[src/rtl/cls_pkg.sv]
// Shared definitions for the classification result stage.
// Holds the FSM state encoding, the default parameter values and the
// stream-length counter width helper, which other stream checkers also use.
package cls_pkg;

    typedef enum logic [1:0] {
        IDLE = 2'd0,
        ACC  = 2'd1,
        HOLD = 2'd2
    } cls_state_t;

    localparam int CLS_DW        = 16;
    localparam int CLS_NUM_CLASS = 10;
    localparam int CLS_IDX_W     = 4;

    // Counter width able to reach n+1 (saturation value) with one spare bit.
    function automatic int cnt_width(input int n);
        return $clog2(n + 1) + 1;
    endfunction

endpackage

[src/rtl/cls_argmax_if.sv]
// Score-in / result-out bus for cls_argmax.
//   blob_din_*  : serial signed score stream, one class per beat, eop-terminated
//   cls_dout_*  : registered result word (index, score, length error) + handshake
// slave  = the argmax stage, master = the producer/consumer side.
interface cls_argmax_if
    import cls_pkg::*;
#(
    parameter int DW    = CLS_DW,
    parameter int IDX_W = CLS_IDX_W
);
    logic                 blob_din_rdy;
    logic                 blob_din_en;
    logic                 blob_din_eop;
    logic signed [DW-1:0] blob_din;

    logic                 cls_dout_rdy;
    logic                 cls_dout_en;
    logic [IDX_W-1:0]     cls_dout_index;
    logic signed [DW-1:0] cls_dout_score;
    logic                 cls_dout_err;

    modport slave (
        output blob_din_rdy,
        input  blob_din_en, blob_din_eop, blob_din,
        input  cls_dout_rdy,
        output cls_dout_en, cls_dout_index, cls_dout_score, cls_dout_err
    );

    modport master (
        input  blob_din_rdy,
        output blob_din_en, blob_din_eop, blob_din,
        output cls_dout_rdy,
        input  cls_dout_en, cls_dout_index, cls_dout_score, cls_dout_err
    );
endinterface

[src/rtl/cls_max_cmp.sv]
// Running maximum tracker.
//   load    : first beat of a frame, unconditionally becomes max at index 0
//   upd     : later beat eligible for comparison
//   din     : signed score, din_idx its class index
//   max_nxt / idx_nxt : values including the current beat (used to capture
//                       the final result on the eop beat without a bubble)
module cls_max_cmp #(
    parameter int DW    = 16,
    parameter int IDX_W = 4
) (
    input  logic                 clk,
    input  logic                 rst,
    input  logic                 load,
    input  logic                 upd,
    input  logic signed [DW-1:0] din,
    input  logic [IDX_W-1:0]     din_idx,
    output logic signed [DW-1:0] max_nxt,
    output logic [IDX_W-1:0]     idx_nxt
);
    logic signed [DW-1:0] max_q;
    logic [IDX_W-1:0]     idx_q;

    // Strictly greater: ties keep the earlier (lower) index.
    always_comb begin
        max_nxt = max_q;
        idx_nxt = idx_q;
        if (load) begin
            max_nxt = din;
            idx_nxt = '0;
        end else if (upd && (din > max_q)) begin
            max_nxt = din;
            idx_nxt = din_idx;
        end
    end

    always_ff @(posedge clk or posedge rst) begin
        if (rst) begin
            max_q <= '0;
            idx_q <= '0;
        end else begin
            max_q <= max_nxt;
            idx_q <= idx_nxt;
        end
    end
endmodule

[src/rtl/cls_argmax.sv]
// Classification result stage: argmax over a serial class-score stream.
//   clk, rst : rising-edge clock, asynchronous active-high reset
//   bus      : cls_argmax_if.slave (score stream in, result word out)
// One result per eop-terminated frame; the input is stalled while a result
// waits for the consumer. err flags frames whose beat count != NUM_CLASS.
module cls_argmax
    import cls_pkg::*;
#(
    parameter int DW        = CLS_DW,
    parameter int NUM_CLASS = CLS_NUM_CLASS,
    parameter int IDX_W     = CLS_IDX_W
) (
    input  logic         clk,
    input  logic         rst,
    cls_argmax_if.slave  bus
);
    localparam int CW = cnt_width(NUM_CLASS);

    cls_state_t           state_q, state_d;
    logic                 rdy_q;
    logic [CW-1:0]        cnt_q, cnt_d, cnt_inc;
    logic                 accept, load, upd, fin;
    logic signed [DW-1:0] max_nxt;
    logic [IDX_W-1:0]     idx_nxt;
    logic [IDX_W-1:0]     index_q;
    logic signed [DW-1:0] score_q;
    logic                 err_q;

    // rdy_q keeps ready low during reset and for the edge that releases it.
    assign bus.blob_din_rdy   = rdy_q && (state_q != HOLD);
    assign accept             = bus.blob_din_en && bus.blob_din_rdy;
    assign bus.cls_dout_en    = (state_q == HOLD);
    assign bus.cls_dout_index = index_q;
    assign bus.cls_dout_score = score_q;
    assign bus.cls_dout_err   = err_q;

    // Saturating at NUM_CLASS+1 keeps overlong frames distinguishable.
    assign cnt_inc = (cnt_q == CW'(NUM_CLASS + 1)) ? cnt_q : cnt_q + CW'(1);

    always_comb begin
        state_d = state_q;
        cnt_d   = cnt_q;
        load    = 1'b0;
        upd     = 1'b0;
        fin     = 1'b0;
        case (state_q)
            IDLE: if (accept) begin
                load    = 1'b1;
                cnt_d   = CW'(1);
                fin     = bus.blob_din_eop;
                state_d = bus.blob_din_eop ? HOLD : ACC;
            end
            ACC: if (accept) begin
                // Beats past NUM_CLASS are counted but never compared.
                upd   = (cnt_q < CW'(NUM_CLASS));
                cnt_d = cnt_inc;
                if (bus.blob_din_eop) begin
                    fin     = 1'b1;
                    state_d = HOLD;
                end
            end
            HOLD: if (bus.cls_dout_rdy) state_d = IDLE;
            default: state_d = IDLE;
        endcase
    end

    always_ff @(posedge clk or posedge rst) begin
        if (rst) begin
            state_q <= IDLE;
            rdy_q   <= 1'b0;
            cnt_q   <= '0;
        end else begin
            state_q <= state_d;
            rdy_q   <= 1'b1;
            cnt_q   <= cnt_d;
        end
    end

    // Result registers keep their value after the handshake.
    always_ff @(posedge clk or posedge rst) begin
        if (rst) begin
            index_q <= '0;
            score_q <= '0;
            err_q   <= 1'b0;
        end else if (fin) begin
            index_q <= idx_nxt;
            score_q <= max_nxt;
            err_q   <= (cnt_d != CW'(NUM_CLASS));
        end
    end

    cls_max_cmp #(.DW(DW), .IDX_W(IDX_W)) u_max (
        .clk     (clk),
        .rst     (rst),
        .load    (load),
        .upd     (upd),
        .din     (bus.blob_din),
        .din_idx (IDX_W'(cnt_q)),
        .max_nxt (max_nxt),
        .idx_nxt (idx_nxt)
    );
endmodule

[src/flat_wrapper.sv]
// flat-port wrapper written by rule: the top's interface ports become plain ports
module cls_argmax_flat import cls_pkg::*;
#(
    parameter int DW        = CLS_DW,
    parameter int NUM_CLASS = CLS_NUM_CLASS,
    parameter int IDX_W     = CLS_IDX_W
)
  (clk, rst, bus_blob_din_rdy, bus_blob_din_en, bus_blob_din_eop, bus_blob_din, bus_cls_dout_rdy, bus_cls_dout_en, bus_cls_dout_index, bus_cls_dout_score, bus_cls_dout_err);
  cls_argmax_if #(.DW(DW), .IDX_W(IDX_W)) bus_i ();
  input  logic clk;
  input  logic rst;
  output wire logic [$bits(bus_i.blob_din_rdy)-1:0] bus_blob_din_rdy;
  input wire logic [$bits(bus_i.blob_din_en)-1:0] bus_blob_din_en;
  input wire logic [$bits(bus_i.blob_din_eop)-1:0] bus_blob_din_eop;
  input wire logic [$bits(bus_i.blob_din)-1:0] bus_blob_din;
  input wire logic [$bits(bus_i.cls_dout_rdy)-1:0] bus_cls_dout_rdy;
  output wire logic [$bits(bus_i.cls_dout_en)-1:0] bus_cls_dout_en;
  output wire logic [$bits(bus_i.cls_dout_index)-1:0] bus_cls_dout_index;
  output wire logic [$bits(bus_i.cls_dout_score)-1:0] bus_cls_dout_score;
  output wire logic [$bits(bus_i.cls_dout_err)-1:0] bus_cls_dout_err;
  assign bus_blob_din_rdy = bus_i.blob_din_rdy;
  assign bus_i.blob_din_en = bus_blob_din_en;
  assign bus_i.blob_din_eop = bus_blob_din_eop;
  assign bus_i.blob_din = bus_blob_din;
  assign bus_i.cls_dout_rdy = bus_cls_dout_rdy;
  assign bus_cls_dout_en = bus_i.cls_dout_en;
  assign bus_cls_dout_index = bus_i.cls_dout_index;
  assign bus_cls_dout_score = bus_i.cls_dout_score;
  assign bus_cls_dout_err = bus_i.cls_dout_err;
  cls_argmax #(.DW(DW), .NUM_CLASS(NUM_CLASS), .IDX_W(IDX_W)) u_core (.clk(clk), .rst(rst), .bus(bus_i));
endmodule
[config.mk]
export PLATFORM = sky130hd
export DESIGN_NAME = cls_argmax_flat
export DESIGN_NICKNAME = d
export VERILOG_FILES = /design/src/rtl/cls_pkg.sv /design/src/rtl/cls_argmax_if.sv /design/src/rtl/cls_max_cmp.sv /design/src/rtl/cls_argmax.sv /design/src/flat_wrapper.sv
export SDC_FILE = /design/constraint.sdc
export NUM_CORES = 1
export LEC_CHECK = 0
export BUFFER_PORTS_ARGS = -buffer_cell sky130_fd_sc_hd__buf_4
export CORE_MARGIN = 4
export CORE_UTILIZATION = 30
export CTS_CLUSTER_DIAMETER = 40
export DETAILED_ROUTE_END_ITERATION = 16
export PLACE_DENSITY = 0.45
export SYNTH_ARGS = -nofsm -noshare
export SYNTH_HDL_FRONTEND = slang
export SYNTH_SLANG_ARGS = --single-unit
[constraint.sdc]
create_clock -name clk -period 6.6 [get_ports clk]
set_input_delay 0.66 -clock clk [delete_from_list [all_inputs] [get_ports clk]]
set_output_delay 0.66 -clock clk [all_outputs]
set_load 0.01 [all_outputs]
**After elaboration in Yosys (flattened, before gate mapping)**

Cells that the tools add are included.

- RAM bits: 0
- Input bits: 21
- Memory bits (read-only): 0
- Memories: 0
- Latch bits: 0
- Output and inout port bits: 23
- Register bits: 49

- Equal/unequal tests: 9
- Div/mod/pow operators: 0
- Multiply operators: 0
- Mux-type cells: 22
- Reductions and logical operators: 5
- Shifts and indexed selects: 0
- Bitwise logic cells: 0
- Add/sub/neg operators: 1
- Order comparisons: 2

Operators with widths:

| kind | count |
|---|---|
| 2-to-1 mux 16 bit | 2 |
| > comparator 16 bit | 1 |
| 2-to-1 mux 5 bit | 3 |
| 2-to-1 mux 2 bit | 5 |
| case mux 5 bit (2 select lines) | 1 |
| 2-to-1 mux 4 bit | 2 |
| 2-to-1 mux 1 bit | 7 |
| inequality test 2 bit, second input constant | 3 |
| case mux 2 bit (3 select lines) | 1 |
| adder 5 x 1 -> 5 bit, second input constant | 1 |
| == test 5 x 4 -> 1 bit, second input constant | 1 |
| less-than comparator 5 x 4 -> 1 bit, second input constant | 1 |
| inequality test 5 x 4 -> 1 bit, second input constant | 1 |
| inequality test 2 x 1 -> 1 bit, second input constant | 2 |
| AND reduction 4 bit | 1 |
| logical AND 1 bit | 3 |
| == test 2 x 1 -> 1 bit, second input constant | 1 |
| == test 2 bit, second input constant | 1 |
| zero test 2 bit | 1 |
| case mux 1 bit (2 select lines) | 1 |

**Logic depth before layout (Yosys ltp)**

Gate-level depths: netlist (run 1).

- Depth in word-level cells: 8
- Mapped depth: 9

**Cells and area by module**

Synthesis (run 1) repeated with hierarchy kept, for this count alone.

- Cells, all modules: 211
- Area, all modules: 2613.8 µm²

By module, submodules not included:

| module | cells each | area an instance (µm²) | times used |
|---|---|---|---|
| cls_argmax | 98 | 1362.6 | 1 |
| cls_max_cmp | 113 | 1251.2 | 1 |

**Least setup slack after synthesis (run 1)**

No wires, ideal clock.

- Path kind: in2reg
- Start: input bus_blob_din[15]
- End: register u_core.u_max.max_q[1]
- Cell stages on the path: 8
- Path buffers: 1
- Data arrival time: 2485 ps
- Slack: 3984 ps
- Cells stage by stage: ha_1 nand4_2 or4_4 and3_4 and4_4 buf_6 o31ai_2 o21ai_1

- Word-level cells in the longest chain between the ends: 4

Ends and longest elaborated chain:

| item | line | RTL |
|---|---|---|
| start: declaration | flat_wrapper.sv:15 | `input wire logic [$bits(bus_i.blob_din)-1:0] bus_blob_din;` |
| > comparator 16 bit | cls_max_cmp.sv:30 | `end else if (upd && (din > max_q)) begin` |
| logical AND 1 bit | cls_max_cmp.sv:30 |  |
| 2-to-1 mux 16 bit | cls_max_cmp.sv:30 |  |
| 2-to-1 mux 16 bit | cls_max_cmp.sv:27 | `if (load) begin` |
| named net u_core.max_nxt[1] | cls_argmax.sv:23 | `logic signed [DW-1:0] max_nxt;` |
| end signal: assignment | cls_max_cmp.sv:41 | `max_q <= max_nxt;` |
| end: declaration | cls_max_cmp.sv:20 | `logic signed [DW-1:0] max_q;` |

The timed path passes the listed nets, and every way through them passes these cells.
A chain may end at the register's enable or synchronous reset.

**Final worst setup path (run 1)**

- Start: input bus_blob_din[15]
- End: register u_core.u_max.max_q[7]

Same word-level chain as after synthesis.

==> impl_metrics.tcl, run 1 <==
set metrics [dict create \
    grt.busiest_layer "met2" \
    grt_overflow 0 \
    clock_tree_from_tritoncts "done" \
    worstPathCellList "buf_4 -> ha_1 -> nand4_2 -> or4_4 -> and3_4 -> nand4_2 -> nand3_2 -> o21ai_1" \
    synth_cell_type_count 45 \
    clock_sinks 49 \
    ctsHtreeMaxLevel 2 \
    multi_input_area_um2 1430 \
    maximum_frequency_from_static_timing_analysis_mhz 326 \
    comb_power_share 0.402 \
    synth_simple_gate_area_share 0.139 \
    place_hpwl_mm 4.99 \
    ant_nets 0 \
    yosys_register_bits 49 \
    drt_drc_violations_left 0 \
    synth-edff-count 0 \
    layout-drive-gt1-share 0.245 \
    avgRoutedWirePerCell_um 17.1 \
    tightestPinTransition_ns 0.905 \
    post_cts_setup_buffer_count 0 \
    totalWireLength_mm 7.46 \
    synth-main-ff-cell "sky130_fd_sc_hd__dfrtp_1" \
    clk_root_buffer_cell "sky130_fd_sc_hd__clkbuf_8" \
    ff_latch_area_um2 1230 \
    hold_viol 0 \
    grt_first_pass_wirelength_mm 12.2 \
    core-area_um2 9200 \
    worst_ep_arrival_time_ns 3.27 \
    final_common_cell "sky130_fd_sc_hd__dfrtp_1" \
    synth_cells 289 \
    share_seq_of_total_power 0.444 \
    holdCritPathClass "register to register" \
    internal_power_mw 0.702 \
    fin_worst_skew_ns 0.00832 \
    dr.pass1.iters 4 \
    ratio_of_routed_vias_to_standard_cells 5.46 \
    rows 35 \
    timing.critical_path.mode_cell "sky130_fd_sc_hd__nand4_2" \
    power.share.clock 0.154 \
    finalCriticalPeriod_ns 3.07 \
    groute.layer.met3.usage 0.0290 \
    drtIter0Drc 94 \
    r2r_depth 8 \
    dominant_combinational_cell_family_by_area_after_synthesis "compound AO/OA/AOI/OAI gates" \
    area_of_the_mapped_netlist_um2 2830 \
    synth-xor-area-share 0 \
    groute.usage.overall 0.137 \
    most_frequent_cells_in_the_layout "sky130_fd_sc_hd__dfrtp_1, sky130_fd_sc_hd__buf_4, sky130_fd_sc_hd__a21oi_1" \
    yosysWarnings 0 \
    timing.critical_path.buf_inv 1 \
    final.period_utilization 0.465 \
    cts.path.max_buffers 2 \
    synthesis.nets 327 \
    antenna_found_initial 0 \
    setup_viol_count_final 0 \
    number_of_stages_on_the_worst_hold_path 2 \
    worst_ep_required_time_ns 6.80 \
    critical_path.max_stage_delay_ns 0.57 \
    critical_path.endpoint_type "register" \
    ys_seq_area_frac 0.433 \
    cp-start-kind "input pin" \
    power.share.switching 0.377 \
    critPathLaunch "bus_blob_din[15]" \
    finalWeightedCongestion 0.715 \
    synth_compound_area_frac 0.284 \
    regToRegStartpoint "u_core.u_max.max_q[15]" \
    floorplan.initialDensity 0.308 \
    placement.io_buffers 43 \
    power_leakage_nw 1.40 \
    critical-path-top-delay-family "simple AND/OR/NAND/NOR gates" \
    postLayoutSetupSlackWorst_ns 3.53 \
    area.growth.synth_to_final_pct 16.9 \
    power_per_cell_area_nw_per_um2 340 \
    cts_resized 0 \
    insertion_delay_ns 0.30 \
    finalNetCount 363 \
    chipHeight_um 105 \
    dpl_worst_slack_ns 3.22 \
    max_cap_violations 0 \
    die_x_um 105 \
    fp.dieArea_um2 11100 \
    grt_max_degree 50 \
    synth-adder-area-share 0.0751 \
    critical_path.max_fanout 25 \
    drv_slew 0 \
    clock_slew_at_the_register_clock_pins_of_the_worst_setup_and_hold_paths_ns 0.09 \
    tns_ns 0 \
    p_switching_mw 0.424 \
    design.portCount 44 \
    number_of_global_route_vias_before_repair 2362 \
    mean_instance_size_in_the_synthesized_netlist_um2 9.81 \
    vdd_ir_drop_max_uv 117 \
    cts_made_buffers 5 \
    slowest_stage "sky130_fd_sc_hd__or4_4" \
    routed-via-count 2384 \
    fillers 961 \
    timing.slew.headroom 0.395 \
    postSynth.asyncResetShare 1.00 \
    n_antenna_cell 0 \
    critical_path_cell_count 8 \
    cts-hold-fix-buffers 0 \
    fraction_of_synthesized_area_in_multiplexers 0.00353 \
    setup_repair_after_global_routing_missed_its_margin "false" \
    outcome "complete, no violations" \
    critical_path_class "input pin to register" \
    min-delay-start "u_core.bus.cls_dout_score[5]" \
    grt_use_met1 0.187 \
    grtUsageMet2 0.216 \
]
[Yosys cell counts, drive strengths merged (2+ instances only)]
cell type | number | area share
and2 | 3 | 0.0066
a31oi | 3 | 0.0066
nand4 | 9 | 0.024
o31ai | 17 | 0.083
nand3 | 8 | 0.016
inv | 23 | 0.030
ha | 17 | 0.075
nor2 | 26 | 0.034
nor3 | 3 | 0.0053
a22oi | 2 | 0.0053
o21a | 2 | 0.0053
clkbuf | 7 | 0.0093
buf | 10 | 0.025
a41oi | 17 | 0.053
dfrtp | 49 | 0.43
nand2 | 15 | 0.020
o211ai | 5 | 0.013
a21o | 2 | 0.0053
a21oi | 29 | 0.051
o21ai | 24 | 0.042
[power by group through the flow]
stage          Clock, mW  Combinational [mW]  Sequential [mW]
6_report           0.174               0.453            0.500
5_1_grt            0.198               0.519            0.516
4_1_cts            0.183               0.461            0.499
3_5_place_dp           0               0.458            0.505
3_3_place_gp           0               0.457            0.503
2_1_floorplan          0               0.287            0.505
[worst min-delay path, delay by kind of cell, from the launching register on]
kind	cells	cell delay, ns
flip-flops	1	0.35
AND/OR/NAND/NOR	1	0.05
AO/OA/AOI/OAI	1	0.10
[layer usage]
metal | vias up | wire length [um] | part of all wire
met4 | 0 | 61 | 0.0082
met2 | 54 | 3610 | 0.48
met3 | 6 | 292 | 0.039
li1 | 1142 | - | -
met5 | - | 0 | 0
met1 | 1182 | 3500 | 0.47
[cell families (layout without fill, tap and decap cells)]
kind of cell | count (synthesis) | count (layout)
AOI/OAI and AO/OA | 107 | 107
muxes | 1 | 1
buffers and inverters | 40 | 77
adders and majority gates | 17 | 17
other | 1 | 1
DFF | 49 | 49
and+or+nand+nor | 74 | 74
[through the flow]
stage          power, mW  utilization  cell area, um2  instances  hold slack [ns]
6_report            1.13        0.360            3310        437            0.530
5_1_grt             1.23        0.360            3310        437            0.544
4_1_cts             1.14        0.360            3310        437            0.529
3_5_place_dp       0.964        0.351            3230        429            0.501
3_3_place_gp       0.960        0.351            3230        429            0.509
2_1_floorplan      0.792            -            2830        289            0.478
[area by class of cell]
type | count | area share
multi-input cells | 200 | 0.433
flip-flops and latches | 49 | 0.370
repair buffers | 46 | 0.104
well taps | 111 | 0.0419
inverters | 23 | 0.0261
clock buffers | 6 | 0.0219
clock inverters | 2 | 0.00302
[final timing paths]
kind / end / slack (ns)
max: u_core.u_max.max_q[7] / 3.53
min: u_core.bus.cls_dout_score[5] / 0.53
max reg2reg: u_core.u_max.max_q[7] / 3.61
min reg2reg: u_core.bus.cls_dout_score[5] / 0.53
max in group asynchronous: u_core.u_max.max_q[6] / 5.62
min in group asynchronous: u_core.bus.cls_dout_err / 0.54
[registers in the layout, indices dropped and copies added, names as in the netlist]
signal / cells
u_core.rdy_q: 1
u_core.bus.cls_dout_err: 1
u_core.bus.cls_dout_index: 4
u_core.bus.cls_dout_score: 16
u_core.u_max.idx_q: 4
u_core.cnt_q: 5
u_core.u_max.max_q: 16
u_core.state_q: 2
(Power assumes the default switching activity.)
==> run 2, diff against run 1 <==
--- a/config.mk
+++ b/config.mk
@@ -5,12 +5,13 @@
 export SDC_FILE = /design/constraint.sdc
 export NUM_CORES = 1
 export LEC_CHECK = 0
+export ABC_AREA = 1
 export BUFFER_PORTS_ARGS = -buffer_cell sky130_fd_sc_hd__buf_4
 export CORE_MARGIN = 4
 export CORE_UTILIZATION = 30
 export CTS_CLUSTER_DIAMETER = 40
 export DETAILED_ROUTE_END_ITERATION = 16
-export PLACE_DENSITY = 0.45
+export PLACE_DENSITY = 0.46
 export SYNTH_ARGS = -nofsm -noshare
 export SYNTH_HDL_FRONTEND = slang
 export SYNTH_SLANG_ARGS = --single-unit
==> constraint.sdc (replaced) <==
create_clock -name clk -period 2.8 [get_ports clk]
set_input_delay 0.28 -clock clk [delete_from_list [all_inputs] [get_ports clk]]
set_output_delay 0.28 -clock clk [all_outputs]
set_load 0.01 [all_outputs]
==> run 2 against run 1 <==
Worst setup slack lost 3.0 ns. Clock-buffer cell count is the same. First-iteration DRC count shrank 11%. Area after synthesis shrank 4.4%. Register-to-register slack lost 3.1 ns. Sequential power grew 130%. Total power grew 140%. Flip-flop and latch count is the same. Cell count grew 12%.
==> impl_metrics.tcl, run 2 <==
set metrics [dict create \
    outcome "complete, no violations" \
    dpl-instance-area_um2 3150 \
    finalWeightedCongestion 0.724 \
    avgRoutedWirePerCell_um 12.6 \
    chipHeight_um 103 \
    internal_power_mw 1.70 \
    regToRegStartpoint "u_core.u_max.max_q[15]" \
    clock_slew_at_the_register_clock_pins_of_the_worst_setup_and_hold_paths_ns 0.10 \
    grt_first_pass_wirelength_mm 10.7 \
    yosysWarnings 0 \
    worst_ep_required_time_ns 3.01 \
    design.portCount 44 \
    critPathLaunch "u_core.u_max.max_q[15]" \
    grt_max_degree 50 \
    postSynth.asyncResetShare 1.00 \
    finalHoldWorstSlack_ns 0.137 \
    power_per_cell_area_nw_per_um2 852 \
    share_seq_of_total_power 0.413 \
    yosys.area.top_type "sky130_fd_sc_hd__dfrtp_1" \
    setup_repair_after_global_routing_missed_its_margin "false" \
    reg2reg_to "u_core.u_max.max_q[14]" \
    timing.slew.headroom 0.565 \
    vdd_ir_drop_max_uv 340 \
    area.growth.synth_to_final_pct 19.4 \
    cts_resized 0 \
    ys_seq_area_frac 0.453 \
    p_switching_mw 1.05 \
    critical_path_class "register to register" \
    synth-edff-count 0 \
    cts.path.max_buffers 2 \
    n_antenna_cell 0 \
    synthesis.nets 375 \
    place_hpwl_mm 4.38 \
    comb_power_share 0.430 \
    drv_slew 0 \
    finalNetCount 420 \
    rows 34 \
    tightestPinTransition_ns 0.653 \
    number_of_global_route_vias_before_repair 2237 \
    cp-start-kind "register" \
    insertion_delay_ns 0.30 \
    fin_worst_skew_ns 0.0123 \
    clock_tree_from_tritoncts "done" \
    routed-via-count 2141 \
    cts_made_buffers 5 \
    ant_nets 0 \
    tns_ns 0 \
    netlist_top_cells_area "sky130_fd_sc_hd__dfrtp_1, sky130_fd_sc_hd__nand2_1, sky130_fd_sc_hd__ha_1, sky130_fd_sc_hd__inv_1, sky130_fd_sc_hd__nand3_1" \
    drtIter0Drc 84 \
    setup_viol_count_final 0 \
    power.share.switching 0.382 \
    synth_most_common_cell "sky130_fd_sc_hd__nand2_1" \
    worst_ep_arrival_time_ns 2.47 \
    post_cts_setup_buffer_count 0 \
    fillers 946 \
    maximum_frequency_from_static_timing_analysis_mhz 441 \
    core-area_um2 8760 \
    post-place-cells 483 \
    ratio_of_routed_vias_to_standard_cells 4.36 \
    yosys.area.top_type_share 0.453 \
    max_cap_violations 0 \
    ctsHtreeMaxLevel 2 \
    final_common_cell "sky130_fd_sc_hd__nand2_1" \
    cts-hold-fix-buffers 0 \
    area_of_the_mapped_netlist_um2 2710 \
    final.period_utilization 0.810 \
    hold_viol 0 \
    clock_sinks 49 \
    power_leakage_nw 1.79 \
    groute.usage.overall 0.127 \
    layout-drive-gt1-share 0.178 \
    fp.dieArea_um2 10600 \
    holdCritPathClass "input pin to async pin" \
    die_x_um 103 \
    r2r_depth 10 \
    final_cells 491 \
    synth_cells 337 \
    mean_instance_size_in_the_synthesized_netlist_um2 8.04 \
    clk_root_buffer_cell "sky130_fd_sc_hd__clkbuf_8" \
    finalPower_mw 2.76 \
    postLayoutCellArea_um2 3240 \
    dr.pass1.iters 4 \
    finalCriticalPeriod_ns 2.27 \
    yosys_register_bits 49 \
    most_frequent_cells_in_the_layout "sky130_fd_sc_hd__nand2_1, sky130_fd_sc_hd__inv_1, sky130_fd_sc_hd__dfrtp_1" \
    critical_path.endpoint_type "register" \
    totalWireLength_mm 6.17 \
    grt_overflow 0 \
    synth_cell_type_count 29 \
    power.share.clock 0.157 \
    r2r_slack_ns 0.53 \
    antenna_found_initial 0 \
    synth_common_cells "sky130_fd_sc_hd__nand2_1, sky130_fd_sc_hd__inv_1, sky130_fd_sc_hd__dfrtp_1" \
    placement.io_buffers 43 \
    synth-main-ff-cell "sky130_fd_sc_hd__dfrtp_1" \
    drt_drc_violations_left 0 \
    floorplan.initialDensity 0.309 \
    critical_path.max_fanout 11 \
]
-- run 2: per-layer routing --
metal	up-vias	track usage	share of wire
met5	-	0	0
met4	0	0.0269	0.0047
met3	2	0.0230	0.033
met2	27	0.208	0.47
met1	963	0.176	0.49
li1	1149	-	-
-- run 2: cell families (layout without fill, tap and decap cells) --
group	after synthesis	after routing	share of synthesized area
other cells	1	1	0.00138
buf+inv	65	111	0.0956
flops	49	49	0.453
simple gates	184	184	0.328
fa+ha+maj	17	17	0.0785
compound gates	20	20	0.0402
xor+xnor	1	1	0.00323
-- run 2: stage by stage --
step | util | worst slack [ns]
2_1_floorplan | - | 0.938
3_3_place_gp | 0.359 | 0.516
3_5_place_dp | 0.359 | 0.479
4_1_cts | 0.369 | 0.492
5_1_grt | 0.369 | 0.279
6_report | 0.369 | 0.533
-- run 2: worst max-delay path, stage by stage (launching register included) --
cell,delay [ns]
sky130_fd_sc_hd__dfrtp_1,0.38
sky130_fd_sc_hd__inv_1,0.07
sky130_fd_sc_hd__ha_1,0.26
sky130_fd_sc_hd__a21oi_1,0.15
sky130_fd_sc_hd__o21ai_0,0.09
sky130_fd_sc_hd__a21oi_1,0.20
sky130_fd_sc_hd__nand3_1,0.22
sky130_fd_sc_hd__nand3_2,0.28
sky130_fd_sc_hd__buf_4,0.24
sky130_fd_sc_hd__nand3_1,0.11
sky130_fd_sc_hd__and2_1,0.18
-- run 2: area by class of cell --
class	count	area, um2	share of cell area
multi-input combinational	223	1220	0.378
tap	108	135	0.0418
clock inverter	2	15.0	0.00464
inverter	56	210	0.0650
clock buffer	6	72.6	0.0224
timing repair buffer	47	353	0.109
sequential	49	1230	0.379
-- run 2: worst max-delay path by stage --
stage,slack [ns],to
global route,0.28,u_core.bus.cls_dout_score[6]
floorplan,0.94,u_core.u_max.max_q[10]
CTS,0.49,u_core.bus.cls_dout_score[14]
global placement,0.52,u_core.u_max.max_q[11]
detailed placement,0.48,u_core.u_max.max_q[13]
finish,0.53,u_core.u_max.max_q[14]
-- run 2: power groups by stage --
stage	Sequential (mW)	Combinational (mW)	Clock, mW
after global routing	1.18	1.38	0.480
final	1.14	1.19	0.433
after detailed placement	1.16	1.21	0
after floorplan	1.18	0.773	0
after global placement	1.16	1.20	0
after CTS	1.14	1.21	0.455
==> run 3, diff against run 2 <==
--- a/config.mk
+++ b/config.mk
@@ -11,7 +11,7 @@
 export CORE_UTILIZATION = 30
 export CTS_CLUSTER_DIAMETER = 40
 export DETAILED_ROUTE_END_ITERATION = 16
-export PLACE_DENSITY = 0.46
+export PLACE_DENSITY = 0.45
 export SYNTH_ARGS = -nofsm -noshare
 export SYNTH_HDL_FRONTEND = slang
 export SYNTH_SLANG_ARGS = --single-unit
==> constraint.sdc (replaced) <==
create_clock -name clk -period 2.1 [get_ports clk]
set_input_delay 0.21 -clock clk [delete_from_list [all_inputs] [get_ports clk]]
set_output_delay 0.21 -clock clk [all_outputs]
set_load 0.01 [all_outputs]
==> run 3 against run 2 <==
The flow now finishes with violations (hold timing). Cell count is 2.6% higher. Clock-buffer cell count is 1 higher. Routed wire length is 5.9% higher. Clock skew is 0.0029 ns lower. Sequential power is 33% higher. Via count is 4.4% higher. Largest power group unchanged. Critical path type unchanged.
==> impl_metrics.tcl, run 3 (synthesis gave the netlist of run 2 again) <==
set metrics [dict create \
    outcome "complete, but fails checks" \
    violated_checks "hold timing" \
    setup_repair_after_global_routing_missed_its_margin "true" \
    most_frequent_cells_in_the_layout "sky130_fd_sc_hd__nand2_1, sky130_fd_sc_hd__buf_4, sky130_fd_sc_hd__inv_1" \
    timing.slew.headroom 0.550 \
    dr.pass1.iters 4 \
    fin_worst_skew_ns 0.00937 \
    timing.critical_path.mode_cell "sky130_fd_sc_hd__nand2_2" \
    grt_first_pass_wirelength_mm 11.0 \
    clock_sinks 49 \
    dpl-instance-area_um2 3220 \
    finalNetCount 433 \
    floorplan.initialDensity 0.309 \
    number_of_global_route_vias_before_repair 2234 \
    grt_overflow 0 \
    clock_tree_from_tritoncts "done" \
    critical_path_cell_count 14 \
    place_hpwl_mm 4.77 \
    cts.path.max_buffers 2 \
    vdd_ir_drop_max_uv 323 \
    grt_max_degree 32 \
    critical_path.endpoint_type "register" \
    critical_path.max_stage_delay_ns 0.37 \
    final_cells 504 \
    worst_ep_arrival_time_ns 2.17 \
    critical-path-top-delay-family "simple AND/OR/NAND/NOR gates" \
    drtIter0Drc 29 \
    finalCoreUtilization 0.400 \
    fp.dieArea_um2 10600 \
    ant_nets 0 \
    postLayoutSetupSlackWorst_ns 0.127 \
    hold_viol 3 \
    p_switching_mw 1.53 \
    cp-start-kind "register" \
    area.growth.synth_to_final_pct 29.5 \
    tns_ns 0 \
    final.period_utilization 0.940 \
    clk_root_buffer_cell "sky130_fd_sc_hd__clkbuf_8" \
    slowest_stage "sky130_fd_sc_hd__dfrtp_1" \
    finalCriticalPeriod_ns 1.97 \
    dpl_worst_slack_ns 0.0882 \
    tightestPinTransition_ns 0.675 \
    worst_ep_required_time_ns 2.30 \
    avgRoutedWirePerCell_um 13.0 \
    drv_slew 0 \
    n_antenna_cell 0 \
    core-area_um2 8760 \
    power.share.switching 0.385 \
    antenna_found_initial 0 \
    clock_slew_at_the_register_clock_pins_of_the_worst_setup_and_hold_paths_ns 0.09 \
    final_common_cell "sky130_fd_sc_hd__nand2_1" \
    ratio_of_routed_vias_to_standard_cells 4.43 \
    design.portCount 44 \
    finalPower_mw 3.97 \
    drt_drc_violations_left 0 \
    r2r_depth 14 \
    die_x_um 103 \
    comb_power_share 0.474 \
    ctsHtreeMaxLevel 2 \
    max_cap_violations 0 \
    power_per_cell_area_nw_per_um2 1130 \
    holdCritPathClass "input pin to async pin" \
    layout-drive-gt1-share 0.268 \
    timing.critical_path.buf_inv 2 \
    postLayoutCellArea_um2 3510 \
    finalHoldWorstSlack_ns -0.00349 \
    groute.usage.overall 0.133 \
    chipHeight_um 103 \
    share_seq_of_total_power 0.383 \
    critical_path.max_fanout 7 \
    finalWeightedCongestion 0.789 \
    rows 34 \
    power.share.clock 0.143 \
    placement.io_buffers 43 \
    internal_power_mw 2.44 \
    critical_path_class "register to register" \
    cts_made_buffers 5 \
    worstPathCellList "inv_1 -> ha_4 -> a21o_1 -> nor2_1 -> nand2_2 -> nand2_2 -> nand2_2 -> nand2_2 -> nand3_4 -> buf_6 -> nand2_1 -> nand2_1 -> nand3_1 -> nand2_1" \
    maximum_frequency_from_static_timing_analysis_mhz 507 \
    setup_viol_count_final 0 \
    power_leakage_nw 1.87 \
    routed-via-count 2235 \
    post-place-cells 493 \
    totalWireLength_mm 6.53 \
    insertion_delay_ns 0.31 \
]
==> run 3: routing by layer <==
metal	GRT usage	vias up	share of wire
met5	0	-	0
met4	0.0388	0	0.015
met3	0.0291	7	0.038
met2	0.201	37	0.45
met1	0.192	1015	0.50
li1	-	1176	-
==> run 3: worst register-to-register path: stages (launching register included) <==
cell	delay [ns]
sky130_fd_sc_hd__dfrtp_1	0.37
sky130_fd_sc_hd__inv_1	0.10
sky130_fd_sc_hd__ha_4	0.21
sky130_fd_sc_hd__a21o_1	0.17
sky130_fd_sc_hd__nor2_1	0.11
sky130_fd_sc_hd__nand2_2	0.08
sky130_fd_sc_hd__nand2_2	0.09
sky130_fd_sc_hd__nand2_2	0.06
sky130_fd_sc_hd__nand2_2	0.10
sky130_fd_sc_hd__nand3_4	0.16
sky130_fd_sc_hd__buf_6	0.17
sky130_fd_sc_hd__nand2_1	0.06
sky130_fd_sc_hd__nand2_1	0.05
sky130_fd_sc_hd__nand3_1	0.08
sky130_fd_sc_hd__nand2_1	0.06
==> run 3: layout make-up <==
| class | instances | area [um2] |
|---|---|---|
| clock buffer | 7 | 76.3 |
| clock inverter | 1 | 7.51 |
| timing repair buffer | 60 | 479 |
| fill | 908 | 5260 |
| tap | 108 | 135 |
| multi-input combinational | 223 | 1370 |
| inverter | 56 | 210 |
| sequential | 49 | 1230 |
==> run 3: power groups by stage <==
stage          Sequential, mW  Clock, mW  Combinational, mW
3_5_place_dp             1.53          0               1.70
6_report                 1.52      0.569               1.88
5_1_grt                  1.57      0.634               2.18
3_3_place_gp             1.53          0               1.69
2_1_floorplan            1.58          0               1.03
4_1_cts                  1.51      0.596               1.71
==> run 3: worst paths after layout <==
path | slack, ns | end | start
max in group asynchronous | 1.48 | u_core.state_q[0] | rst
worst min-delay path | -0.003 | u_core.bus.cls_dout_score[6] | rst
worst max register to register | 0.13 | u_core.bus.cls_dout_index[0] | u_core.u_max.max_q[7]
min in group clk | 0.09 | u_core.state_q[1] | bus_cls_dout_rdy
worst min register to register | 0.48 | u_core.bus.cls_dout_score[11] | u_core.bus.cls_dout_score[11]
worst max-delay path | 0.13 | u_core.bus.cls_dout_index[0] | u_core.u_max.max_q[7]
==> run 3: repair_timing <==
| action | in CTS | in global routing |
|---|---|---|
| buffers inserted | 0 | 2 |
| resized for setup | 0 | 32 |
| hold buffers | 0 | 0 |
| endpoints found under the setup margin | 0 | 38 |
